`src/rtl/score_display_pkg.sv`:
```
// score_display_pkg
// Shared definitions for the score display slice:
//   - position codes (WR..WL, ERROR) as seen on the position output
//   - LED pattern constants for the win and error displays
//   - FSM state enum for score_display
//   - helpers mapping a position code to its LED pattern
package score_display_pkg;

  localparam logic [3:0] POS_ERROR = 4'd0;
  localparam logic [3:0] POS_WR    = 4'd1;
  localparam logic [3:0] POS_R3    = 4'd2;
  localparam logic [3:0] POS_R2    = 4'd3;
  localparam logic [3:0] POS_R1    = 4'd4;
  localparam logic [3:0] POS_N     = 4'd5;
  localparam logic [3:0] POS_L1    = 4'd6;
  localparam logic [3:0] POS_L2    = 4'd7;
  localparam logic [3:0] POS_L3    = 4'd8;
  localparam logic [3:0] POS_WL    = 4'd9;

  localparam logic [6:0] LED_WL    = 7'b1110000;
  localparam logic [6:0] LED_WR    = 7'b0000111;
  localparam logic [6:0] LED_ERROR = 7'b1010101;
  localparam logic [6:0] LED_N     = 7'b0001000;
  localparam logic [6:0] LED_OFF   = 7'b0000000;

  typedef enum logic [1:0] {
    ST_IDLE  = 2'd0,
    ST_SLIDE = 2'd1,
    ST_WIN   = 2'd2,
    ST_ERR   = 2'd3
  } state_e;

  function automatic logic is_win(input logic [3:0] code);
    return (code == POS_WR) || (code == POS_WL);
  endfunction

  function automatic logic is_play(input logic [3:0] code);
    return (code >= POS_R3) && (code <= POS_L3);
  endfunction

  // Playfield codes 2..8 map onto bits 0..6 (R3 is bit 0, L3 is bit 6).
  function automatic logic [6:0] pos_leds(input logic [3:0] code);
    logic [6:0] l;
    l = LED_OFF;
    if (code == POS_WR)      l = LED_WR;
    else if (code == POS_WL) l = LED_WL;
    else if (is_play(code))  l = 7'b0000001 << (code - POS_R3);
    return l;
  endfunction

endpackage

```
`src/rtl/score_display_decode.sv`:
```
// score_decode
// Combinational decode of the 7-bit scorer word [L3 L2 L1 N R1 R2 R3]
// into a 4-bit position code. Anything that is not a legal single
// position or a win word decodes to POS_ERROR.
//   score : in  7  scorer word
//   code  : out 4  position code (0 = error)
module score_decode (
  input  logic [6:0] score,
  output logic [3:0] code
);
  import score_display_pkg::*;

  always_comb begin
    code = POS_ERROR;
    case (score)
      7'b1000000: code = POS_L3;
      7'b0100000: code = POS_L2;
      7'b0010000: code = POS_L1;
      7'b0001000: code = POS_N;
      7'b0000100: code = POS_R1;
      7'b0000010: code = POS_R2;
      7'b0000001: code = POS_R3;
      LED_WL:     code = POS_WL;
      LED_WR:     code = POS_WR;
      default:    code = POS_ERROR;
    endcase
  end

endmodule

```
`src/rtl/score_display.sv`:
```
// score_display
// Drives a 7-LED score bar from the registered scorer word. Position
// changes slide one LED per STEP_CYCLES clocks, a win blinks its three
// LEDs with a BLINK_CYCLES half-period, and illegal words show a fixed
// error pattern.
//   clk       : in   1  clock
//   rst       : in   1  asynchronous reset, active low
//   score     : in   7  scorer word
//   leds      : out  7  LED pattern
//   position  : out  4  displayed position code (0 in error)
//   moving    : out  1  sliding
//   step      : out  1  one-cycle pulse per position change
//   game_over : out  1  win display active
//   code_err  : out  1  error display active
module score_display #(
  parameter int unsigned STEP_CYCLES  = 4,
  parameter int unsigned BLINK_CYCLES = 8
) (
  input  logic       clk,
  input  logic       rst,
  input  logic [6:0] score,
  output logic [6:0] leds,
  output logic [3:0] position,
  output logic       moving,
  output logic       step,
  output logic       game_over,
  output logic       code_err
);
  import score_display_pkg::*;

  localparam logic [7:0] STEP_LAST  = 8'(STEP_CYCLES - 1);
  localparam logic [7:0] BLINK_LAST = 8'(BLINK_CYCLES - 1);

  logic [6:0] score_q;
  logic [3:0] dec;
  state_e     state_q, state_d;
  logic [3:0] cur_pos_q, cur_pos_d, tgt_pos_q, tgt_pos_d;
  logic [7:0] step_cnt_q, step_cnt_d, blink_cnt_q, blink_cnt_d;
  logic       blink_on_q, blink_on_d;
  logic       step_q, step_d;
  logic       moving_q, game_over_q, code_err_q;

  score_decode u_decode (
    .score (score_q),
    .code  (dec)
  );

  always_comb begin
    state_d     = state_q;
    cur_pos_d   = cur_pos_q;
    tgt_pos_d   = tgt_pos_q;
    step_cnt_d  = step_cnt_q;
    blink_cnt_d = blink_cnt_q;
    blink_on_d  = blink_on_q;
    step_d      = 1'b0;

    // WIN and ERR are checked before any slide bookkeeping so they
    // override a step that would otherwise land this cycle.
    case (state_q)
      ST_IDLE, ST_SLIDE: begin
        if (dec == POS_ERROR) begin
          state_d = ST_ERR;
        end else if (is_win(dec)) begin
          state_d     = ST_WIN;
          cur_pos_d   = dec;
          blink_on_d  = 1'b1;
          blink_cnt_d = '0;
          step_d      = 1'b1;
        end else if (state_q == ST_IDLE) begin
          if (dec != cur_pos_q) begin
            state_d    = ST_SLIDE;
            tgt_pos_d  = dec;
            step_cnt_d = '0;
          end
        end else begin
          // Retarget every cycle; the step timer keeps running.
          tgt_pos_d = dec;
          if (cur_pos_q == tgt_pos_q) begin
            state_d    = ST_IDLE;
            step_cnt_d = '0;
          end else if (step_cnt_q == STEP_LAST) begin
            step_cnt_d = '0;
            cur_pos_d  = (tgt_pos_q > cur_pos_q) ? cur_pos_q + 4'd1
                                                 : cur_pos_q - 4'd1;
            step_d     = 1'b1;
          end else begin
            step_cnt_d = step_cnt_q + 8'd1;
          end
        end
      end
      ST_WIN: begin
        if (dec == POS_N) begin
          state_d    = ST_IDLE;
          cur_pos_d  = POS_N;
          tgt_pos_d  = POS_N;
          blink_on_d = 1'b0;
        end else if (dec == POS_ERROR) begin
          state_d = ST_ERR;
        end else if (blink_cnt_q == BLINK_LAST) begin
          blink_cnt_d = '0;
          blink_on_d  = ~blink_on_q;
        end else begin
          blink_cnt_d = blink_cnt_q + 8'd1;
        end
      end
      ST_ERR: begin
        if (is_win(dec)) begin
          state_d     = ST_WIN;
          cur_pos_d   = dec;
          blink_on_d  = 1'b1;
          blink_cnt_d = '0;
          step_d      = 1'b1;
        end else if (is_play(dec)) begin
          state_d   = ST_IDLE;
          cur_pos_d = dec;
          tgt_pos_d = dec;
        end
      end
      default: state_d = ST_IDLE;
    endcase
  end

  always_ff @(posedge clk or negedge rst) begin
    if (!rst) begin
      score_q     <= LED_N;
      state_q     <= ST_IDLE;
      cur_pos_q   <= POS_N;
      tgt_pos_q   <= POS_N;
      step_cnt_q  <= '0;
      blink_cnt_q <= '0;
      blink_on_q  <= 1'b0;
      step_q      <= 1'b0;
      moving_q    <= 1'b0;
      game_over_q <= 1'b0;
      code_err_q  <= 1'b0;
    end else begin
      score_q     <= score;
      state_q     <= state_d;
      cur_pos_q   <= cur_pos_d;
      tgt_pos_q   <= tgt_pos_d;
      step_cnt_q  <= step_cnt_d;
      blink_cnt_q <= blink_cnt_d;
      blink_on_q  <= blink_on_d;
      step_q      <= step_d;
      moving_q    <= (state_d == ST_SLIDE);
      game_over_q <= (state_d == ST_WIN);
      code_err_q  <= (state_d == ST_ERR);
    end
  end

  always_comb begin
    leds     = pos_leds(cur_pos_q);
    position = cur_pos_q;
    case (state_q)
      ST_WIN: leds = blink_on_q ? pos_leds(cur_pos_q) : LED_OFF;
      ST_ERR: begin
        leds     = LED_ERROR;
        position = POS_ERROR;
      end
      default: ;
    endcase
  end

  assign moving    = moving_q;
  assign step      = step_q;
  assign game_over = game_over_q;
  assign code_err  = code_err_q;

endmodule
```
`config.mk`:
```
export PLATFORM = sky130hd
export DESIGN_NAME = score_display
export DESIGN_NICKNAME = d
export VERILOG_FILES = /design/src/rtl/score_display_pkg.sv /design/src/rtl/score_display_decode.sv /design/src/rtl/score_display.sv
export SDC_FILE = /design/constraint.sdc
export NUM_CORES = 1
export LEC_CHECK = 0
export ABC_CLOCK_PERIOD_IN_PS = 5220
export CAP_MARGIN = 20
export CORE_MARGIN = 5
export CORE_UTILIZATION = 63
export DETAILED_ROUTE_END_ITERATION = 12
export PLACE_DENSITY = 0.92
export SETUP_SLACK_MARGIN = 0.5
export SLEW_MARGIN = 20
export SYNTH_ARGS = -nofsm -noshare
export SYNTH_HDL_FRONTEND = slang
export SYNTH_SLANG_ARGS = --single-unit
```
`constraint.sdc`:
```
create_clock -name clk -period 5.22 [get_ports clk]
set_clock_uncertainty 0.1 [all_clocks]
set_input_delay 1.566 -clock clk [delete_from_list [all_inputs] [get_ports clk]]
set_output_delay 1.566 -clock clk [all_outputs]
set_load 0.02 [all_outputs]
```
==> results of run 1 <==
-- cell families after synthesis --
family | synth area share (%)
AND/OR/NAND/NOR | 24.7
AO/OA/AOI/OAI | 22.9
flip-flops | 35.2
buffers and inverters | 4.88
adder cells (fa/ha/maj) | 6.45
multiplexers | 4.28
XOR/XNOR | 1.61
-- layout make-up --
type	count	area share, %
timing repair buffer	23	7.51
inverter	11	1.38
clock inverter	1	0.250
clock buffer	7	2.55
sequential	38	31.9
tap	50	2.09
multi-input combinational	240	54.3
-- through the flow --
step / hold slack [ns] / cells / util, %
2_1_floorplan: 0.352 / 303 / -
3_3_place_gp: 0.376 / 362 / 71.3
3_5_place_dp: 0.375 / 362 / 71.3
4_1_cts: 0.391 / 370 / 73.4
5_1_grt: 0.404 / 370 / 73.4
6_report: 0.393 / 370 / 73.4
-- synthesized netlist by cell type, drive strengths merged (4+ instances only) --
master and count:
and3 10, nor2 22, or3 5, nand2b 7
nor4b 6, buf 7, a21o 7, nor3 7
o22ai 4, a31oi 4, o31ai 6, nand4 4
mux2i 6, nand2 22, clkbuf 7, o21ai 22
dfrtp 33, or2 4, a211oi 5, ha 14
mux2 5, dfstp 5, or4 4, nand3 15
inv 11, a21oi 19, nor2b 5
-- worst max-delay path by stage --
stage            startpoint       to  slack [ns]  cells after the start
5_1_grt        cur_pos_q[1]  leds[0]        0.63                      9
2_1_floorplan  cur_pos_q[2]  leds[0]        1.61                      7
3_3_place_gp   cur_pos_q[2]  leds[2]        1.21                      8
4_1_cts        cur_pos_q[2]  leds[2]        0.83                      8
6_report       cur_pos_q[2]  leds[2]        0.80                      8
3_5_place_dp   cur_pos_q[2]  leds[2]        1.16                      8
-- sequential cells by signal, indices dropped and copies added, names as in the netlist, 2 cells and up --
register and count:
step_cnt_q 8, blink_cnt_q 8, state_q 2, cur_pos_q 4, tgt_pos_q 4, score_q 7
-- placed cells by master (no fill, tap or decap), types with 3 or more instances in the layout --
cell type        count
a21o_1               7
nor3_1               7
o21ai_2              4
clkdlybuf4s50_1     22
o211ai_1             3
o21a_1               3
nor4_1               3
a21oi_1             17
o22ai_1              4
nor2b_1              5
or3_1                4
mux2i_1              6
a211oi_1             4
a31oi_1              4
nand2b_1             7
o31ai_1              3
nand4_1              4
ha_1                14
nor2_1              22
nand3_1             15
nor4b_1              5
clkbuf_8             5
nand2_1             21
dfrtp_1             33
inv_1               10
mux2_2               5
or4_1                3
o21ai_0             17
xor2_1               3
o31ai_2              3
dfstp_2              5
and3_1              10
-- per-layer routing --
metal  share of wire [%]  track usage (%)  vias to the layer above
met4                 2.4             10.1                        0
met1                  44             34.8                     1180
met2                  48             39.2                       98
met3                 5.7             4.62                       19
li1                    -                -                     1154
met5                   0                0                        -
-- power by group --
| group | switching, W | internal [W] |
|---|---|---|
| registers | 0.0000970 | 0.000365 |
| logic | 0.000486 | 0.000342 |
| clock network | 0.000105 | 0.0000945 |
| total | 0.000688 | 0.000802 |
-- critical path, delay by kind of cell (launching register included) --
family | cells | cell delay, ns
buffers and inverters | 2 | 0.80
DFF | 1 | 0.59
AOI/OAI and AO/OA | 3 | 0.51
and+or+nand+nor | 2 | 0.31
adders and majority gates | 1 | 0.25
==> flow_metrics.tcl, run 1 <==
set metrics [dict create \
    max_cap_viol_count 0 \
    io_buffers 23 \
    syn_to_final_growth_pct 10.3 \
    crit_slowest_cell "clkdlybuf4s50_1" \
    fin_crit_sh_pct 84.7 \
    start_kind "register" \
    hp-class "register to register" \
    cp.required_ns 3.55 \
    drive_above_1_share_pct 12.2 \
    nets 342 \
    clock_latency_ns 0.30 \
    grt_max_degree 39 \
    yosysSeqAreaShare_pct 35.2 \
    r2r_slack_ns 2.16 \
    finalSetupViolCount 0 \
    finalWeightedCongestion 0.999 \
    num_antenna_cells 0 \
    fmax_mhz 226 \
    p_per_area_nw_per_um2 497 \
    ioPinCount 24 \
    ys_warn_count 0 \
    tightest_slew_ns 0.846 \
    num_rows 23 \
    postSynthCellCount 303 \
    multiInputGateArea_sq_um 1630 \
    synth-async-reset-ratio_pct 100 \
    synth_area_sq_um 2720 \
    setup_tns_ns 0 \
    cts-hold-fix-buffers 0 \
    outcome "completed" \
    clk_path_buf_depth 2 \
    coreArea_sq_um 4090 \
    ctsResizeCount 0 \
    vias_per_cell 6.62 \
    fp.dieW_um 75.7 \
    hold_depth 1 \
    start_util_pct 66.5 \
    synth_edf_count 0 \
    drv_slew 0 \
    synth.distinct_cells 65 \
    crit_type "register to output pin" \
    leakagePower_nw 1.29 \
    worstPathMaxFanout 9 \
    finalCriticalPeriod_ns 4.42 \
    first_global_vias 2298 \
    r2r-start "score_q[3]" \
    relSlewSlack_pct 43.6 \
    fin_area_sq_um 3000 \
    synth_ff_type "dfrtp_1" \
    syn_avg_cell_area_sq_um 8.97 \
    ir_worst_vdd_uv 259 \
    postCtsSetupBuffers 0 \
    r2r_end "step_cnt_q[4]" \
    synth_nets 326 \
    ant_nets 0 \
    fp.dieH_um 75.7 \
    tritoncts "done" \
    dp_slack_ns 1.16 \
    fill_cells 299 \
    hpwl_um 4500 \
    drt-wirelength-per-cell_um 16.9 \
    cts-htree-levels 2 \
    cts_buffers 5 \
    cp-end-kind "output pin" \
    seqCellArea_sq_um 957 \
    vias 2451 \
    clock-root-buffer "clkbuf_8" \
    clk_pin_slew_ns 0.07 \
    max_stage_delay_ns 0.64 \
    remaining_drc_errors 0 \
    crit_arrival_ns 2.75 \
    rsz0062_at_grt "false" \
    hold_viol 0 \
    antenna_found_initial 0 \
    yosys_register_bits 38 \
    yosysTopAreaCellShare_pct 30.4 \
    first_pass_iters 5 \
    place_area_sq_um 2910 \
    overflow 0 \
    routed_wl_um 6270 \
    crit_chain "inv_1, ha_1, o31ai_1, nand2_1, nor2_1, a21oi_1, o21ai_0, clkdlybuf4s50_1" \
    worst_slack_ns 0.801 \
    hold_path_end "step_cnt_q[7]" \
    die_area_sq_um 5730 \
    worstHoldStart "step_cnt_q[7]" \
    yosysTopAreaCell "dfrtp_1" \
    numClockSinks 38 \
    grt_usage_pct 25.2 \
    grt_pass1_wl_um 11100 \
    r2r_cells 7 \
    power_w 0.00149 \
    synth.area.top_cells "dfrtp_1 (30%), ha_1 (6.4%), dfstp_2 (4.8%), a21oi_1 (3.1%), o21ai_0 (3.1%)" \
    drt-initial-drc-count 232 \
]
Note: power is estimated with default switching activity, not from simulation.
==> run 2: changes to the inputs <==
ABC_CLOCK_PERIOD_IN_PS = 3640   (was 5220)
CORE_UTILIZATION = 52   (was 63)
PLACE_DENSITY = 0.82   (was 0.92)
clock period = 3.64 ns   (was 5.22 ns; I/O delays follow)
==> run 2 against run 1 <==
Effect of this change: worst hold slack improved by 0.0064 ns; wire length increased by 5.8%; critical path depth unchanged; via count increased by 1.5%; die area increased by 18%; sequential share of layout area decreased by 1.6 points; critical endpoint is now leds[4]; largest power group unchanged.
==> flow_metrics.tcl, run 2 (same netlist as run 1, synthesis figures left out) <==
set metrics [dict create \
    cts-htree-levels 2 \
    cp.required_ns 2.45 \
    start_kind "register" \
    remaining_drc_errors 0 \
    num_antenna_cells 0 \
    crit_type "register to output pin" \
    tritoncts "done" \
    nets 354 \
    grt_max_degree 39 \
    routed_wl_um 6630 \
    clock_latency_ns 0.29 \
    fill_cells 470 \
    vias 2487 \
    drt-wirelength-per-cell_um 16.5 \
    hpwl_um 4590 \
    cts-hold-fix-buffers 0 \
    clock-root-buffer "clkbuf_8" \
    hp-class "register to register" \
    tightest_slew_ns 0.836 \
    p_per_area_nw_per_um2 720 \
    worstPathMaxFanout 5 \
    antenna_found_initial 0 \
    grt_usage_pct 20.9 \
    drive_above_1_share_pct 22.0 \
    coreArea_sq_um 5110 \
    mostFrequentLayoutCell "dfrtp_1" \
    finalCriticalPeriod_ns 3.26 \
    clk_pin_slew_ns 0.08 \
    drt-initial-drc-count 208 \
    fmax_mhz 307 \
    setup_tns_ns 0 \
    fin_util_pct 61.8 \
    start_util_pct 53.2 \
    outcome "completed" \
    relSlewSlack_pct 44.3 \
    max_cap_viol_count 0 \
    first_global_vias 2353 \
    overflow 0 \
    leakagePower_nw 1.39 \
    grt-busiest-layer "met2" \
    grtUsageMet1_pct 27.9 \
    fin_crit_sh_pct 89.6 \
    ir_worst_vdd_uv 420 \
    finalSetupViolCount 0 \
    fp.dieW_um 82.3 \
    crit_arrival_ns 2.07 \
    use_met2_pct 34.4 \
    finalWeightedCongestion 0.942 \
    hold_viol 0 \
    met3_usage_pct 3.58 \
    syn_to_final_growth_pct 16.2 \
    drv_slew 0 \
    largestRegisters "blink_cnt_q: 8 flops, step_cnt_q: 8 flops, score_q: 7 flops" \
    dp_cells 387 \
    numClockSinks 38 \
    final_cells 402 \
    ioPinCount 24 \
    layout_common_cells "dfrtp_1 (32), nor2_1 (21), nand2_1 (21)" \
    vias_per_cell 6.19 \
    first_pass_iters 5 \
    cp-end-kind "output pin" \
    fin_area_sq_um 3160 \
    grt_pass1_wl_um 11000 \
    die_area_sq_um 6770 \
    io_buffers 23 \
    num_rows 26 \
    clk_path_buf_depth 2 \
    ant_nets 0 \
    fp.dieH_um 82.3 \
    place_area_sq_um 2980 \
    cts_buffers 5 \
    rsz0062_at_grt "true" \
]
## run 2: final timing paths
| check | cells after the start | from | slack [ns] | endpoint |
|---|---|---|---|---|
| setup / recovery | 8 | cur_pos_q[0] | 0.38 | leds[4] |
| hold / removal | 2 | tgt_pos_q[0] | 0.40 | tgt_pos_q[0] |
| setup reg to reg | 7 | score_q[1] | 0.72 | cur_pos_q[3] |
| hold reg to reg | 2 | tgt_pos_q[0] | 0.40 | tgt_pos_q[0] |
| max in group asynchronous | 1 | rst | 2.06 | state_q[0] |
| min in group asynchronous | 1 | rst | 0.79 | step_cnt_q[4] |
## run 2: area by class of cell
type,instances,area [sq um],area share (%)
clock inverters,2,12.5,0.396
flip-flops and latches,38,958,30.4
multi-input cells,240,1670,53.0
repair buffers,35,297,9.39
well taps,70,87.6,2.77
inverters,11,45.0,1.43
clock buffers,6,82.6,2.62
## run 2: critical path, cell delays in order (launching register included)
cell        delay (ns)
dfstp_2           0.57
clkinvlp_4        0.16
ha_2              0.26
nand4_1           0.12
o31ai_2           0.09
nor2b_2           0.19
a21oi_2           0.13
o21ai_1           0.09
buf_4             0.17
## run 2: report_power, final
part	total [W]	switching, W	internal (W)
logic	0.00134	0.000791	0.000551
registers	0.000631	0.000107	0.000525
clock network	0.000300	0.000147	0.000152
total	0.00227	0.00104	0.00123
## run 2: timing repair
action                     4_1_cts  5_1_grt
gates cloned                     0        0
buffers inserted                 3        4
resized for setup               44       13
setup endpoints to repair        7       11
hold endpoints to repair         0        0
pin swaps                        9        4
## run 2: routing by layer
| metal | share of wire, % | wire [um] | up-vias |
|---|---|---|---|
| li1 | - | - | 1184 |
| met1 | 44 | 2940 | 1206 |
| met2 | 50 | 3290 | 84 |
| met3 | 4.9 | 322 | 13 |
| met4 | 1.2 | 82 | 0 |
| met5 | 0 | 0 | - |
## run 2: through the flow
stage          hold slack (ns)  worst slack [ns]  total power [W]
2_1_floorplan            0.352             0.508          0.00149
3_3_place_gp             0.377             0.242          0.00183
3_5_place_dp             0.383             0.147          0.00186
4_1_cts                  0.396             0.420          0.00219
5_1_grt                  0.429             0.287          0.00244
6_report                 0.400             0.378          0.00227
==> run 3: changes to the inputs <==
CORE_UTILIZATION = 50   (was 52)
PLACE_DENSITY = 0.79   (was 0.82)
==> run 3 against run 2 <==
Effect of this change: utilization is 0.94 points lower; critical path depth is 2 higher; register-to-register slack better by 0.03 ns; cell count is 0.75% lower; final area is 0.36% higher; die area is 3.5% higher; sequential power is 2% lower; global-route usage is 2.0 points lower; setup slack better by 0.029 ns; power is 2.6% higher; clock-buffer cell count is 1 lower.
==> flow_metrics.tcl, run 3 (same netlist as run 1, synthesis figures left out) <==
set metrics [dict create \
    outcome "completed" \
    layout_common_cells "dfrtp_1 (33), nor2_1 (21), nand2_1 (21)" \
    numClockSinks 38 \
    clock_latency_ns 0.29 \
    p_per_area_nw_per_um2 736 \
    overflow 0 \
    finalCriticalPeriod_ns 3.23 \
    tightest_slew_ns 0.845 \
    finalWeightedCongestion 0.906 \
    start_kind "register" \
    crit_slowest_cell "dfstp_2" \
    clock-root-buffer "clkbuf_8" \
    ioPinCount 24 \
    io_buffers 23 \
    crit_start "cur_pos_q[2]" \
    first_global_vias 2309 \
    mostFrequentLayoutCell "dfrtp_1" \
    largestRegisters "blink_cnt_q: 8 flops, step_cnt_q: 8 flops, score_q: 7 flops" \
    ant_nets 0 \
    worstPathMaxFanout 4 \
    vias_per_cell 6.07 \
    fin_area_sq_um 3170 \
    hpwl_um 4630 \
    finalSetupViolCount 0 \
    start_util_pct 52.2 \
    grt_usage_pct 18.9 \
    max_cap_viol_count 0 \
    routed_wl_um 6380 \
    grt_pass1_wl_um 11000 \
    fp.dieW_um 83.7 \
    coreArea_sq_um 5200 \
    r2r_end "cur_pos_q[3]" \
    leakagePower_nw 1.36 \
    cp-end-kind "output pin" \
    crit_chain "inv_2, buf_6, ha_4, a211oi_4, o31ai_2, nand2_1, nor2_4, a21oi_1, a21oi_1, buf_4" \
    first_pass_iters 4 \
    place_area_sq_um 2970 \
    hp-class "register to register" \
    cp.required_ns 2.45 \
    drive_above_1_share_pct 20.7 \
    relSlewSlack_pct 43.7 \
    crit_arrival_ns 2.04 \
    cpMostUsedCell "a21oi_1" \
    nets 351 \
    fmax_mhz 309 \
    fp.dieH_um 83.7 \
    num_rows 26 \
    syn_to_final_growth_pct 16.6 \
    r2r_slack_ns 0.75 \
    tritoncts "done" \
    rsz0062_at_grt "true" \
    ir_worst_vdd_uv 338 \
    die_area_sq_um 7010 \
    hold_viol 0 \
    drt-wirelength-per-cell_um 16.0 \
    cts-htree-levels 2 \
    fin_crit_sh_pct 88.8 \
    r2r-start "score_q[0]" \
    crit_end "leds[1]" \
    grt_max_degree 39 \
    max_stage_delay_ns 0.56 \
    drt-initial-drc-count 132 \
    power_w 0.00233 \
    clk_path_buf_depth 2 \
    clk_pin_slew_ns 0.08 \
    cts_buffers 5 \
    dp_cells 386 \
    setup_tns_ns 0 \
    vias 2420 \
    fin_hold_ws_ns 0.397 \
    num_antenna_cells 0 \
    drv_slew 0 \
    r2r_cells 7 \
    remaining_drc_errors 0 \
    final_cells 399 \
    crit_type "register to output pin" \
    antenna_found_initial 0 \
]
## run 3: how the worst min path moves through the flow
stage | start | slack (ns) | cells past startpoint | to
after floorplan | step_cnt_q[7] | 0.35 | 1 | step_cnt_q[7]
after CTS | tgt_pos_q[0] | 0.40 | 2 | tgt_pos_q[0]
final | tgt_pos_q[0] | 0.40 | 2 | tgt_pos_q[0]
after detailed placement | step_cnt_q[7] | 0.38 | 1 | step_cnt_q[7]
after global routing | tgt_pos_q[0] | 0.43 | 2 | tgt_pos_q[0]
after global placement | step_cnt_q[7] | 0.38 | 1 | step_cnt_q[7]
## run 3: per-stage QoR
step | setup WS (ns) | util, %
floorplan | 0.508 | -
CTS | 0.422 | 59.8
global placement | 0.250 | 57.0
finish | 0.407 | 60.9
global route | 0.309 | 60.9
detailed placement | 0.183 | 57.0
## run 3: power by group
| group | internal [W] | switching (W) | leakage [nW] |
|---|---|---|---|
| combinational | 0.000563 | 0.000800 | 0.832 |
| clock | 0.000202 | 0.000150 | 0.0579 |
| sequential | 0.000524 | 0.0000930 | 0.475 |
| total | 0.00129 | 0.00104 | 1.36 |
## run 3: area by class of cell
type                       count  area (sq um)
fill                         470          2040
inverter                      11          43.8
sequential                    38           957
timing repair buffer          32           272
clock inverter                 3          40.0
multi-input combinational    240          1700
clock buffer                   5          68.8
tap                           70          87.6
## run 3: timing repair
| item | in CTS | in global routing |
|---|---|---|
| endpoints found under the hold margin | 0 | 0 |
| hold buffers | 0 | 0 |
| buffers inserted | 5 | 0 |
| pin swaps | 10 | 3 |
| endpoints found under the setup margin | 7 | 13 |
| gates resized for setup | 48 | 12 |
## run 3: layer usage
layer / track usage (%) / share of wire [%]
met2: 31.8 / 49
met1: 24.5 / 45
met4: 5.56 / 1.6
met3: 3.55 / 4.5
met5: 0 / 0
## run 3: critical path: cells and delay by family (launching register included)
family / cells / cell delay [ns]
compound gates: 4 / 0.49
fa+ha+maj: 1 / 0.15
buf+inv: 3 / 0.34
flops: 1 / 0.56
simple gates: 2 / 0.20
==> patch: new RTL, config.mk and constraints of run 3 <==
Remove the register `moving_q`: a continuous assignment takes its place, so the output `moving` follows one clock earlier.
--- a/src/rtl/score_display.sv
+++ b/src/rtl/score_display.sv
@@ -132,3 +132,2 @@
       step_q      <= 1'b0;
-      moving_q    <= 1'b0;
       game_over_q <= 1'b0;
@@ -144,3 +143,2 @@
       step_q      <= step_d;
-      moving_q    <= (state_d == ST_SLIDE);
       game_over_q <= (state_d == ST_WIN);
@@ -149,2 +147,4 @@
   end
+
+  assign moving_q = (state_d == ST_SLIDE);
 
Formal check against the unedited RTL: not equivalent (a bounded check fails within 4 cycles, from zero or initial values and one cycle with rst low).
==> patch against run 3 <==
  * The run now ends with setup timing left
  * Register-to-register slack got worse by 0.09 ns
  * Sequential cell count fell by 1
  * Routed wire length rose by 11%
  * Worst hold slack improved by 0.0077 ns
  * Cell area rose by 12%
  * Worst setup slack got worse by 0.52 ns
  * Total power fell by 5.0%
  * Area after synthesis fell by 2.3%
  * Maximum frequency fell by 14%
  * Highest routed layer unchanged
==> patch: results (changes against run 3) <==
Critical path
  – Worst Reg-to-Reg Cells: 10 (+3)
  – Slowest stage delay, CP: 0.52 ns (-0.04 ns)
  – Flop2flop setup slack: 0.66 ns (-0.09 ns)
  – Arr. time, crit path: 2.56 ns (+0.52 ns)
  – CP max stage cell: or4_4

Route
  – DR WL/cell: 16.11 um (+0.82%)
  – Vias per std cell: 5.914 (-2.5%)

Hold path
  – Hold path endpoint: blink_cnt_q[0]
  – Hold Path Depth: 1 (-1)

Pwr
  – VDD IR-drop max: 345.9 uV (+2.5%)
  – Leakage: 1.559 nW (+14%)

Global routing
  – Vias in the first global route: 2585 (+12%)
  – Grt met1 use: 24.80% (+0.26 points)
  – First-pass GRT wire length: 11900 um (+8.2%)
  – Met3 usage: 2.970% (-0.58 points)
  – GRT met2 Usage: 37.83% (+6.0 points)
  – Largest net degree at the start of global routing: 38 (-2.6%)

Placement
  – Final HPWL DP: 5169 um (+12%)

Floorplan
  – Initial Utilization: 51.63% (-0.58 points)

Run status
  – Failing checks: setup timing
  – Outcome: finished with violations

Synth
  – Synth cell types: 63 (-3.1%)
  – Seq/Total Area, Yosys: 35.12% (-0.096 points)
  – Syn_nets: 322 (-1.2%)
  – Most instantiated cells after synthesis: dfrtp_1 (32), nor2_1 (27), o21ai_0 (23)

Timing
  – Final setup fails: 1 (+1)
  – Rel. slew slack: 46.99% (+3.3 points)
  – Min setup slack post-route: -0.1095 ns (-0.5163 ns)
  – Setup tns final: -0.1095 ns (-0.1095 ns)

Finish
  – Final #Nets: 392 (+12%)
-- patch: cell types whose count changed after synthesis, sizes merged, moves of 5 or more --
cell / delta
a21o: -5
a21oi: -5
nand2b: +6
nor2: +5
o21ai: +9
o2bb2ai: +10
o31ai: -5
-- patch: worst max path at each step --
stage          slack, ns  cells past startpoint  endpoint
5_1_grt            -0.24                      9    moving
6_report           -0.11                      8    moving
3_5_place_dp       -0.23                      8    moving
4_1_cts            -0.13                      8    moving
2_1_floorplan       0.21                      8    moving
3_3_place_gp       -0.19                      8    moving
-- patch: logic make-up after synthesis --
family                     Yosys count  synth area share (%)
adders and majority gates           14                 6.601
muxes                                6                 2.829
and+or+nand+nor                    122                 25.08
AOI/OAI and AO/OA                   89                 23.48
DFF                                 37                 35.13
xor gates and xnor gates             8                 2.640
buffers and inverters               23                 4.243
-- patch: power breakdown --
| part | leakage, nW | switching [mW] | internal [mW] |
|---|---|---|---|
| clock | 0.0585 | 0.147 | 0.223 |
| sequential | 0.463 | 0.0571 | 0.485 |
| combinational | 1.04 | 0.718 | 0.583 |
-- patch: area by class of cell --
type | instances | area [sq um]
Tap cell | 70 | 87.58
Clock inverter | 1 | 30.03
Multi-Input combinational cell | 239 | 1730
Sequential cell | 37 | 932.1
Timing Repair Buffer | 76 | 631.9
Inverter | 10 | 40.04
Fill cell | 431 | 1602
Clock buffer | 7 | 86.33
-- patch: through the flow --
| step | cells | hold WS [ns] | area [sq um] | setup WS (ns) |
|---|---|---|---|---|
| 5_1_grt | 440 | 0.4183 | 3538 | -0.2408 |
| 4_1_cts | 438 | 0.4059 | 3478 | -0.1259 |
| 3_3_place_gp | 424 | 0.3926 | 3237 | -0.1895 |
| 6_report | 440 | 0.4043 | 3538 | -0.1095 |
| 2_1_floorplan | 299 | 0.3700 | 2668 | 0.2093 |
| 3_5_place_dp | 424 | 0.3960 | 3237 | -0.2340 |
-- patch: what timing repair did --
action,CTS,global route
pin swaps,12,9
endpoints found under the setup margin,8,9
gates resized for setup,66,12
buffers inserted,6,2
-- patch: metal layers --
metal / vias up / part of all wire [%]
li1: 1241 / -
met1: 1265 / 43
met2: 77 / 51
met3: 19 / 3.6
met4: 0 / 2.2
met5: - / 0
